## config.mk

```make
export PLATFORM = sky130hd
export DESIGN_NAME = hazard_controller
export DESIGN_NICKNAME = d
export VERILOG_FILES = /design/src/rtl/hazard_controller_pkg.sv /design/src/rtl/hazard_controller_sat_counter.sv /design/src/rtl/hazard_controller.sv
export SDC_FILE = /design/constraint.sdc
export NUM_CORES = 1
export LEC_CHECK = 0
export BUFFER_PORTS_ARGS = -buffer_cell sky130_fd_sc_hd__buf_2
export CAP_MARGIN = 25
export CORE_ASPECT_RATIO = 0.6
export CORE_MARGIN = 2
export CORE_UTILIZATION = 25
export DETAILED_ROUTE_END_ITERATION = 10
export GPL_ROUTABILITY_DRIVEN = 1
export PLACE_DENSITY_LB_ADDON = 0.05
export RECOVER_POWER = 25
export SYNTH_ARGS = -nofsm -noshare
export SYNTH_HDL_FRONTEND = slang
export SYNTH_SLANG_ARGS = --single-unit
```

## constraint.sdc

```tcl
create_clock -name clk -period 2.96 [get_ports clk]
set_clock_uncertainty 0.2 [all_clocks]
set_input_delay 0.296 -clock clk [delete_from_list [all_inputs] [get_ports clk]]
set_output_delay 0.296 -clock clk [all_outputs]
set_load 0.02 [all_outputs]
```

## src/rtl/hazard_controller_pkg.sv

```systemverilog
// Shared definitions for the pipeline hazard controller.
//   hc_state_e : sequencer state (RUN, MDU_BUSY)
//   RegIdxW    : register-index width of the five-stage core
package hazard_controller_pkg;

    localparam int unsigned RegIdxW = 5;

    typedef enum logic [0:0] {
        StRun     = 1'b0,
        StMduBusy = 1'b1
    } hc_state_e;

endpackage

```

## src/rtl/hazard_controller_sat_counter.sv

```systemverilog
// Saturating up-counter with synchronous clear.
//   clk     : clock
//   rst     : synchronous active-high reset, counter to zero
//   inc_i   : increment this cycle (ignored once at all ones)
//   clr_i   : clear to zero this cycle (wins over inc_i)
//   count_o : current count
module hazard_controller_sat_counter #(
    parameter int unsigned Width = 8
) (
    input  logic             clk,
    input  logic             rst,
    input  logic             inc_i,
    input  logic             clr_i,
    output logic [Width-1:0] count_o
);

    logic [Width-1:0] count_d, count_q;

    always_comb begin
        count_d = count_q;
        if (clr_i) begin
            count_d = '0;
        end else if (inc_i && (count_q != '1)) begin
            count_d = count_q + 1'b1;
        end
    end

    always_ff @(posedge clk) begin
        if (rst) begin
            count_q <= '0;
        end else begin
            count_q <= count_d;
        end
    end

    assign count_o = count_q;

endmodule

```

## src/rtl/hazard_controller.sv

```systemverilog
// Pipeline hazard sequencer for the five-stage core. Resolves load-use, multi-cycle
// MDU, data-memory wait and EX-redirect hazards by driving per-stage stall/flush strobes.
//   fd_*           : D-stage source operands
//   de_*           : E-stage instruction info (load, writeback, rd, MDU op)
//   mdu_done       : MDU result valid, held until mdu_ack
//   ex_redirect    : taken branch/jump resolved in E
//   mem_req/dmem_ready : M-stage data-memory handshake
//   stall_*/flush_*: per-stage hold / bubble strobes (combinational)
//   mdu_start/ack  : single-cycle MDU launch / consume pulses
//   mem_fault      : sticky data-memory timeout flag
//   stall_count    : saturating count of stall_f cycles
module hazard_controller
    import hazard_controller_pkg::*;
#(
    parameter int unsigned STALL_CNT_W = 32,
    parameter int unsigned MEM_TIMEOUT = 255
) (
    input  logic                   clk,
    input  logic                   rst,
    input  logic [RegIdxW-1:0]     fd_rs1,
    input  logic [RegIdxW-1:0]     fd_rs2,
    input  logic                   fd_uses_rs1,
    input  logic                   fd_uses_rs2,
    input  logic                   de_mem_read,
    input  logic                   de_regfile_we,
    input  logic [RegIdxW-1:0]     de_rd,
    input  logic                   de_mdu_op,
    input  logic                   mdu_done,
    input  logic                   ex_redirect,
    input  logic                   mem_req,
    input  logic                   dmem_ready,
    output logic                   stall_f,
    output logic                   stall_d,
    output logic                   stall_e,
    output logic                   stall_m,
    output logic                   flush_d,
    output logic                   flush_e,
    output logic                   flush_m,
    output logic                   flush_w,
    output logic                   mdu_start,
    output logic                   mdu_ack,
    output logic                   mem_fault,
    output logic [STALL_CNT_W-1:0] stall_count
);

    // Wide enough to reach MEM_TIMEOUT; at least one bit when the timeout is disabled.
    localparam int unsigned WaitW = (MEM_TIMEOUT < 2) ? 1 : $clog2(MEM_TIMEOUT + 1);

    hc_state_e        state_q;
    logic             mem_fault_q;
    logic             mem_stall;
    logic             mdu_stall;
    logic             load_use;
    logic             fault_set;
    logic [WaitW-1:0] wait_cnt;
    logic [STALL_CNT_W-1:0] stall_cnt;

    assign mem_stall = mem_req && !dmem_ready;

    assign mdu_stall = ((state_q == StRun) && de_mdu_op) ||
                       ((state_q == StMduBusy) && !mdu_done);

    assign load_use = de_mem_read && de_regfile_we && (de_rd != '0) &&
                      ((fd_uses_rs1 && (de_rd == fd_rs1)) ||
                       (fd_uses_rs2 && (de_rd == fd_rs2)));

    // Priority encoder: only the highest active hazard drives the strobes.
    always_comb begin
        stall_f   = 1'b0;
        stall_d   = 1'b0;
        stall_e   = 1'b0;
        stall_m   = 1'b0;
        flush_d   = 1'b0;
        flush_e   = 1'b0;
        flush_m   = 1'b0;
        flush_w   = 1'b0;
        mdu_start = 1'b0;
        mdu_ack   = 1'b0;
        if (!rst) begin
            if (mem_stall) begin
                stall_f = 1'b1;
                stall_d = 1'b1;
                stall_e = 1'b1;
                stall_m = 1'b1;
                flush_w = 1'b1;
            end else if (mdu_stall) begin
                stall_f = 1'b1;
                stall_d = 1'b1;
                stall_e = 1'b1;
                flush_m = 1'b1;
            end else if (ex_redirect) begin
                flush_d = 1'b1;
                flush_e = 1'b1;
            end else if (load_use) begin
                stall_f = 1'b1;
                stall_d = 1'b1;
                flush_e = 1'b1;
            end
            // A memory stall freezes the MDU handshake so the result is not lost.
            mdu_start = (state_q == StRun) && de_mdu_op && !mem_stall;
            mdu_ack   = (state_q == StMduBusy) && mdu_done && !mem_stall;
        end
    end

    always_ff @(posedge clk) begin
        if (rst) begin
            state_q <= StRun;
        end else begin
            case (state_q)
                StRun:     if (mdu_start) state_q <= StMduBusy;
                StMduBusy: if (mdu_ack)   state_q <= StRun;
            endcase
        end
    end

    // Fires on the edge that completes the MEM_TIMEOUT-th consecutive wait cycle.
    assign fault_set = (MEM_TIMEOUT != 0) && mem_stall &&
                       ((32'(wait_cnt) + 32'd1) == MEM_TIMEOUT);

    always_ff @(posedge clk) begin
        if (rst) begin
            mem_fault_q <= 1'b0;
        end else if (fault_set) begin
            mem_fault_q <= 1'b1;
        end
    end

    hazard_controller_sat_counter #(
        .Width (WaitW)
    ) u_wait_cnt (
        .clk     (clk),
        .rst     (rst),
        .inc_i   (mem_stall),
        .clr_i   (!mem_stall),
        .count_o (wait_cnt)
    );

    hazard_controller_sat_counter #(
        .Width (STALL_CNT_W)
    ) u_stall_cnt (
        .clk     (clk),
        .rst     (rst),
        .inc_i   (stall_f),
        .clr_i   (1'b0),
        .count_o (stall_cnt)
    );

    // Registered outputs are forced low while reset is held.
    assign mem_fault   = mem_fault_q && !rst;
    assign stall_count = rst ? '0 : stall_cnt;

endmodule

```

==> results of run 1 <==
worst min path at each step:
stage,cells after the start,slack (ns),to
5_1_grt,3,0.12,state_q
4_1_cts,3,0.09,state_q
2_1_floorplan,1,0.23,u_stall_cnt.count_o[4]
3_5_place_dp,1,0.26,u_stall_cnt.count_o[4]
6_report,3,0.09,state_q
3_3_place_gp,1,0.27,u_stall_cnt.count_o[4]
critical path, stage by stage, from the launching register on:
cell     delay [ns]
dfxtp_1        0.43
ha_1           0.25
and2_1         0.19
nand4_1        0.15
nor4_1         0.47
or3_1          0.22
buf_12         0.22
nor3_1         0.09
mux2_1         0.33
layout make-up:
class / instances / area, µm²
clock buffer: 6 / 139
clock inverter: 2 / 12.5
fill: 1089 / 6690
inverter: 10 / 37.5
multi-input combinational: 248 / 1580
sequential: 42 / 841
tap: 135 / 169
timing repair buffer: 79 / 407
where the power goes:
group / total [µW] / internal [µW] / switching (µW)
sequential: 577 / 571 / 5.56
combinational: 138 / 53.2 / 84.6
clock: 573 / 335 / 239
total: 1290 / 959 / 329
layer usage:
layer,up-vias,track usage [%]
li1,1275,-
met1,1120,20.9
met2,52,17.4
met3,2,3.72
met4,0,3.16
met5,-,0
state kept, by name, indices dropped and copies added, names as in the netlist:
signal / cells
u_stall_cnt.count_o: 32
u_wait_cnt.count_o: 8
mem_fault_q: 1
state_q: 1
placed cells by master, fill, tap and decap left out, drive strengths merged, types with 5 or more instances in the layout:
| cell | count |
|---|---|
| nand4 | 7 |
| buf | 59 |
| nor4 | 8 |
| mux2 | 13 |
| o31ai | 8 |
| nor3 | 12 |
| and2 | 5 |
| inv | 10 |
| xor2 | 11 |
| dfxtp | 42 |
| o21ai | 10 |
| and3 | 5 |
| a21oi | 17 |
| nor2b | 33 |
| nor2 | 32 |
| nand2 | 19 |
| or4 | 8 |
| nand3 | 17 |
| xnor2 | 8 |
| clkbuf | 26 |
kinds of logic (layout without fill, tap and decap cells):
group | after synthesis | count (layout) | synth area share (%)
AOI/OAI and AO/OA | 48 | 48 | 11.7
xor gates and xnor gates | 19 | 19 | 6.52
adders and majority gates | 3 | 3 | 1.47
buffers and inverters | 27 | 97 | 5.10
DFF | 42 | 42 | 33.0
muxes | 14 | 14 | 6.13
and+or+nand+nor | 164 | 164 | 36.1
through the flow:
stage / setup WS, ns / instances / hold WS [ns]
after global placement: 0.273 / 514 / 0.274
after global routing: 0.0761 / 522 / 0.119
after floorplan: 0.474 / 317 / 0.225
final: 0.297 / 522 / 0.0937
after detailed placement: 0.221 / 514 / 0.258
after CTS: 0.237 / 522 / 0.0880
==> out/results.tsv, run 1 <==
metric	value	unit
status	complete, no violations	
FF+latch count, synth	42	
Placeable Area	9880	µm²
# nets final	415	
worst vdd ir	0.000216	V
CTS sink cnt	42	
Final period util	90.0	%
total routed wirelength	7090	µm
Commonest cells post-synth	dfxtp_1 (42), nor2b_1 (33), nor2_1 (32), nand2_1 (19)	
diode count	0	
f_max	376	MHz
Cell Pwr Density	404	nW/µm²
Global Route Usage Sum	13.4	%
initial antenna violation count	0	
max-cap viol count	0	
Port Buf Inserts	68	
Post-Syn Nets	346	
clock insertion delay at the later pin of the skew report	0.29	ns
Max clock buf depth	2	
Final setup viols	0	
largest area contributor in the netlist	dfxtp_1	
drt wl/cell	13.6	µm
via count of the first global-routing pass	2190	
Rel. slew slack	37.7	%
Critical Path Start	u_stall_cnt.count_o[1]	
Top FF cell, synth	dfxtp_1	
drt first pass iters	4	
Setup crit start kind	flip-flop	
synth warn	0	
Mapped Cells	317	
Design Power	1290	µW
Vias/cell	4.69	
min-delay worst type	primary input to flip-flop	
Clock Tree Root	clkbuf_16	
r2r startpoint	u_stall_cnt.count_o[1]	
Post-CTS Resized	0	
final hold vios	0	
antenna-violating nets left	0	
top sig layer	met4	
Final TNS setup	0	ns
critical path capture point	u_stall_cnt.count_o[23]	
fin. max-slew vios	0	
ys async rst share	0	%
Met3 Wirelength	405	µm
DIE HEIGHT	82.3	µm
area grow syn2layout	24.9	%
H-tree levels	2	
largest net degree at the start of global routing	48	
top cell type's share of synthesized area	33.0	%
min Tclk post-route	2.66	ns
Static Leak	0.00126	µW
routed length on met2	2520	µm
mapped cell area	2550	µm²
most frequent cell after synthesis	dfxtp_1	
R2R Setup Slk	0.30	ns
die width	134	µm
clock transition at the registers of the reported paths	0.07	ns
CTS tree	built	
io pins	69	
fin area	3190	µm²
DRC	0	
RSZ-0062 raised after global routing	false	
Tightest Pin Transition	0.934	ns
Post-CTS Hold Buffers	0	
critical path arrival	2.64	ns
Hold Crit Start	de_mdu_op	
Util after Layout	32.2	%
Post-CTS Setup Bufs	0	
reg2reg end	u_stall_cnt.count_o[23]	
R2R cell count	8	
num rows	28	
total die area	11100	µm²
total grt overflow	0	
first-pass GRT wire length	11600	µm
met1 wire length	4130	µm
Starting Density	25.8	%
Yosys cell types	46	
initial DRC count	134	
dpl cell area	3060	µm²
Post-synth EDFFs	0	
Synth Area per Inst	8.05	µm²
critical path type	flip-flop to flip-flop	
detailed placement HPWL	5310	µm
CP Data Required Time	2.93	ns
layout cells sized above 1	19.1	%
Vias	2449	
kind of end point of the critical path	flip-flop	
GPL Wtd Cong	0.785	
CP max FO	42	
CTS Buf Count	5	
Seq/Total Area, Yosys	33.0	%
Area contributors post-synth	dfxtp_1 (33%), nor2b_1 (8.1%), mux2_1 (5.7%)	
Note: power is estimated with default switching activity, not from simulation.
==> run 2: changes to the inputs <==
--- a/config.mk
+++ b/config.mk
@@ -16,4 +16,5 @@
 export RECOVER_POWER = 25
 export SYNTH_ARGS = -nofsm -noshare
 export SYNTH_HDL_FRONTEND = slang
+export SYNTH_HIERARCHICAL = 1
 export SYNTH_SLANG_ARGS = --single-unit
==> run 2 against run 1 <==
Net effect: die area grew 3.9%; sequential power decreased by 1%; largest power group is now clock; combinational power is 9% lower; synthesized cell count rose by 3.8%; final area rose by 8.6%; non-clock buffer count rose by 11; core utilization grew 0.85 points.
==> out/results.tsv, run 2 <==
metric	value	unit
ys async rst share	0	%
kind of end point of the critical path	flip-flop	
initial antenna violation count	0	
total routed wirelength	7910	µm
Post-CTS Setup Bufs	0	
Global Route Usage Sum	14.3	%
Post-synth EDFFs	0	
Hold Path Stages	4	
Rel. slew slack	56.5	%
initial DRC count	120	
Top FF cell, synth	dfxtp_1	
Mapped Cells	329	
share of power burned in registers	39.8	%
num rows	29	
Vias/cell	4.81	
status	complete, no violations	
CP max stage delay	0.45	ns
final hold vios	0	
Worst path depth	9	
Clock Tree Root	clkbuf_16	
commonest non-fill, non-tap cell in the layout	buf_2	
CTS tree	built	
max-cap viol count	0	
most frequent cells in the layout	buf_2 (57), dfxtp_1 (42), nand2_1 (28), nor2b_1 (26)	
Area contributors post-synth	dfxtp_1 (32%), nor2b_1 (6.1%), or3_1 (4.2%)	
fin. max-slew vios	0	
Final period util	94.7	%
H-tree levels	2	
largest net degree at the start of global routing	34	
Starting Density	25.4	%
clock transition at the registers of the reported paths	0.06	ns
Setup crit start kind	flip-flop	
min-delay worst type	primary input to flip-flop	
Commonest cells post-synth	dfxtp_1 (42), nand2_1 (28), nor2b_1 (26), a21oi_1 (22), nor2_1 (20)	
detailed placement HPWL	6060	µm
clock power share	51.4	%
Synth Area per Inst	8.07	µm²
largest area contributor in the netlist	dfxtp_1	
most frequent cell after synthesis	dfxtp_1	
die width	137	µm
Cell Pwr Density	415	nW/µm²
fillcell total	1144	
total grt overflow	0	
sw frac	21.6	%
cells along the critical path	nor2b_4 -> a21oi_1 -> a21oi_2 -> o21bai_4 -> nand4_1 -> or4_4 -> or4_4 -> or3_1 -> a21oi_1	
Design Power	1430	µW
Hold Crit Start	de_mdu_op	
Worst path slowest cell	or4_4	
CP Data Required Time	2.97	ns
drt wl/cell	14.4	µm
diode count	0	
reg2reg end	u_stall_cnt/count_o[30]	
CP max FO	5	
DRC	0	
max FFs per register	32	
critical path type	flip-flop to flip-flop	
GPL Wtd Cong	0.747	
Post-CTS Resized	0	
Seq/Total Area, Yosys	31.7	%
Critical Path Start	state_q	
R2R Setup Slk	0.16	ns
CTS Buf Count	5	
Max clock buf depth	2	
clock insertion delay at the later pin of the skew report	0.28	ns
Util after Layout	33.1	%
Tightest Pin Transition	0.647	ns
synth warn	6	
mapped cell area	2660	µm²
Hold Slack	0.210	ns
final cell count without fillers	551	
R2R cell count	9	
Worst Path Buf+Inv	0	
Yosys cell types	58	
Placeable Area	10500	µm²
critical path arrival	2.81	ns
sequential cell area	841	µm²
via count of the first global-routing pass	2453	
first-pass GRT wire length	12900	µm
Worst Hold End	state_q	
Port Buf Inserts	68	
layout cells sized above 1	25.5	%
io pins	69	
Final setup viols	0	
area of the multi-input gates	1730	µm²
top cell type's share of synthesized area	31.7	%
total die area	11500	µm²
critical path's top delay family	simple AND/OR/NAND/NOR gates	
# nets final	439	
worst vdd ir	0.000203	V
min Tclk post-route	2.80	ns
area grow syn2layout	30.3	%
Post-Place Cells	543	
RSZ-0062 raised after global routing	false	
FF+latch count, synth	42	
f_max	357	MHz
Gate power share	8.8	%
Post-CTS Hold Buffers	0	
r2r startpoint	state_q	
Final TNS setup	0	ns
Vias	2652	
drt first pass iters	4	
sw power	310	µW
Static Leak	0.00133	µW
antenna-violating nets left	0	
CTS sink cnt	42	
DIE HEIGHT	83.8	µm
Internal	1120	µW
run 2: cell families after synthesis:
| family | synth area share (%) |
|---|---|
| multiplexers | 1.51 |
| flip-flops | 31.7 |
| XOR/XNOR | 5.61 |
| AND/OR/NAND/NOR | 37.0 |
| other | 0.141 |
| AO/OA/AOI/OAI | 19.2 |
| buffers and inverters | 3.91 |
| adder cells (fa/ha/maj) | 0.942 |
run 2: metrics by stage:
| stage | instance area [µm²] | setup slack [ns] |
|---|---|---|
| final | 3460 | 0.157 |
| after global routing | 3460 | 0.00446 |
| after CTS | 3470 | 0.110 |
| after detailed placement | 3280 | -0.0606 |
| after global placement | 3280 | -0.00289 |
| after floorplan | 2670 | 0.0804 |
run 2: worst max path at each step:
stage | end
after floorplan | u_stall_cnt/count_o[26]
after global placement | u_stall_cnt/count_o[26]
after detailed placement | u_stall_cnt/count_o[30]
after CTS | u_stall_cnt/count_o[30]
after global routing | u_stall_cnt/count_o[26]
final | u_stall_cnt/count_o[30]
run 2: metal layers:
metal	track usage [%]	up-vias	share of wire (%)
met5	0	-	0
met4	2.53	0	0.38
met3	3.95	2	4.3
met2	18.4	46	37
met1	22.9	1230	58
li1	-	1374	-
run 2: tightest hold or removal path, stage by stage:
cell and delay [ns]:
buf_2 0.10, nor2b_4 0.13, nand2_1 0.06, a21oi_1 0.05
run 2: final cells by class:
type | count | share of cell area, %
clock buffers | 6 | 4.02
multi-input cells | 265 | 49.9
well taps | 139 | 5.03
repair buffers | 90 | 14.2
flip-flops and latches | 42 | 24.3
clock inverters | 2 | 1.74
inverters | 7 | 0.760
run 2: power groups by stage:
stage               combinational (µW)  sequential [µW]  clock [µW]
finish                             126              571         737
global route                       139              571         797
CTS                                130              571         760
detailed placement                 130              583           0
global placement                   130              584           0
floorplan                         72.6              583           0
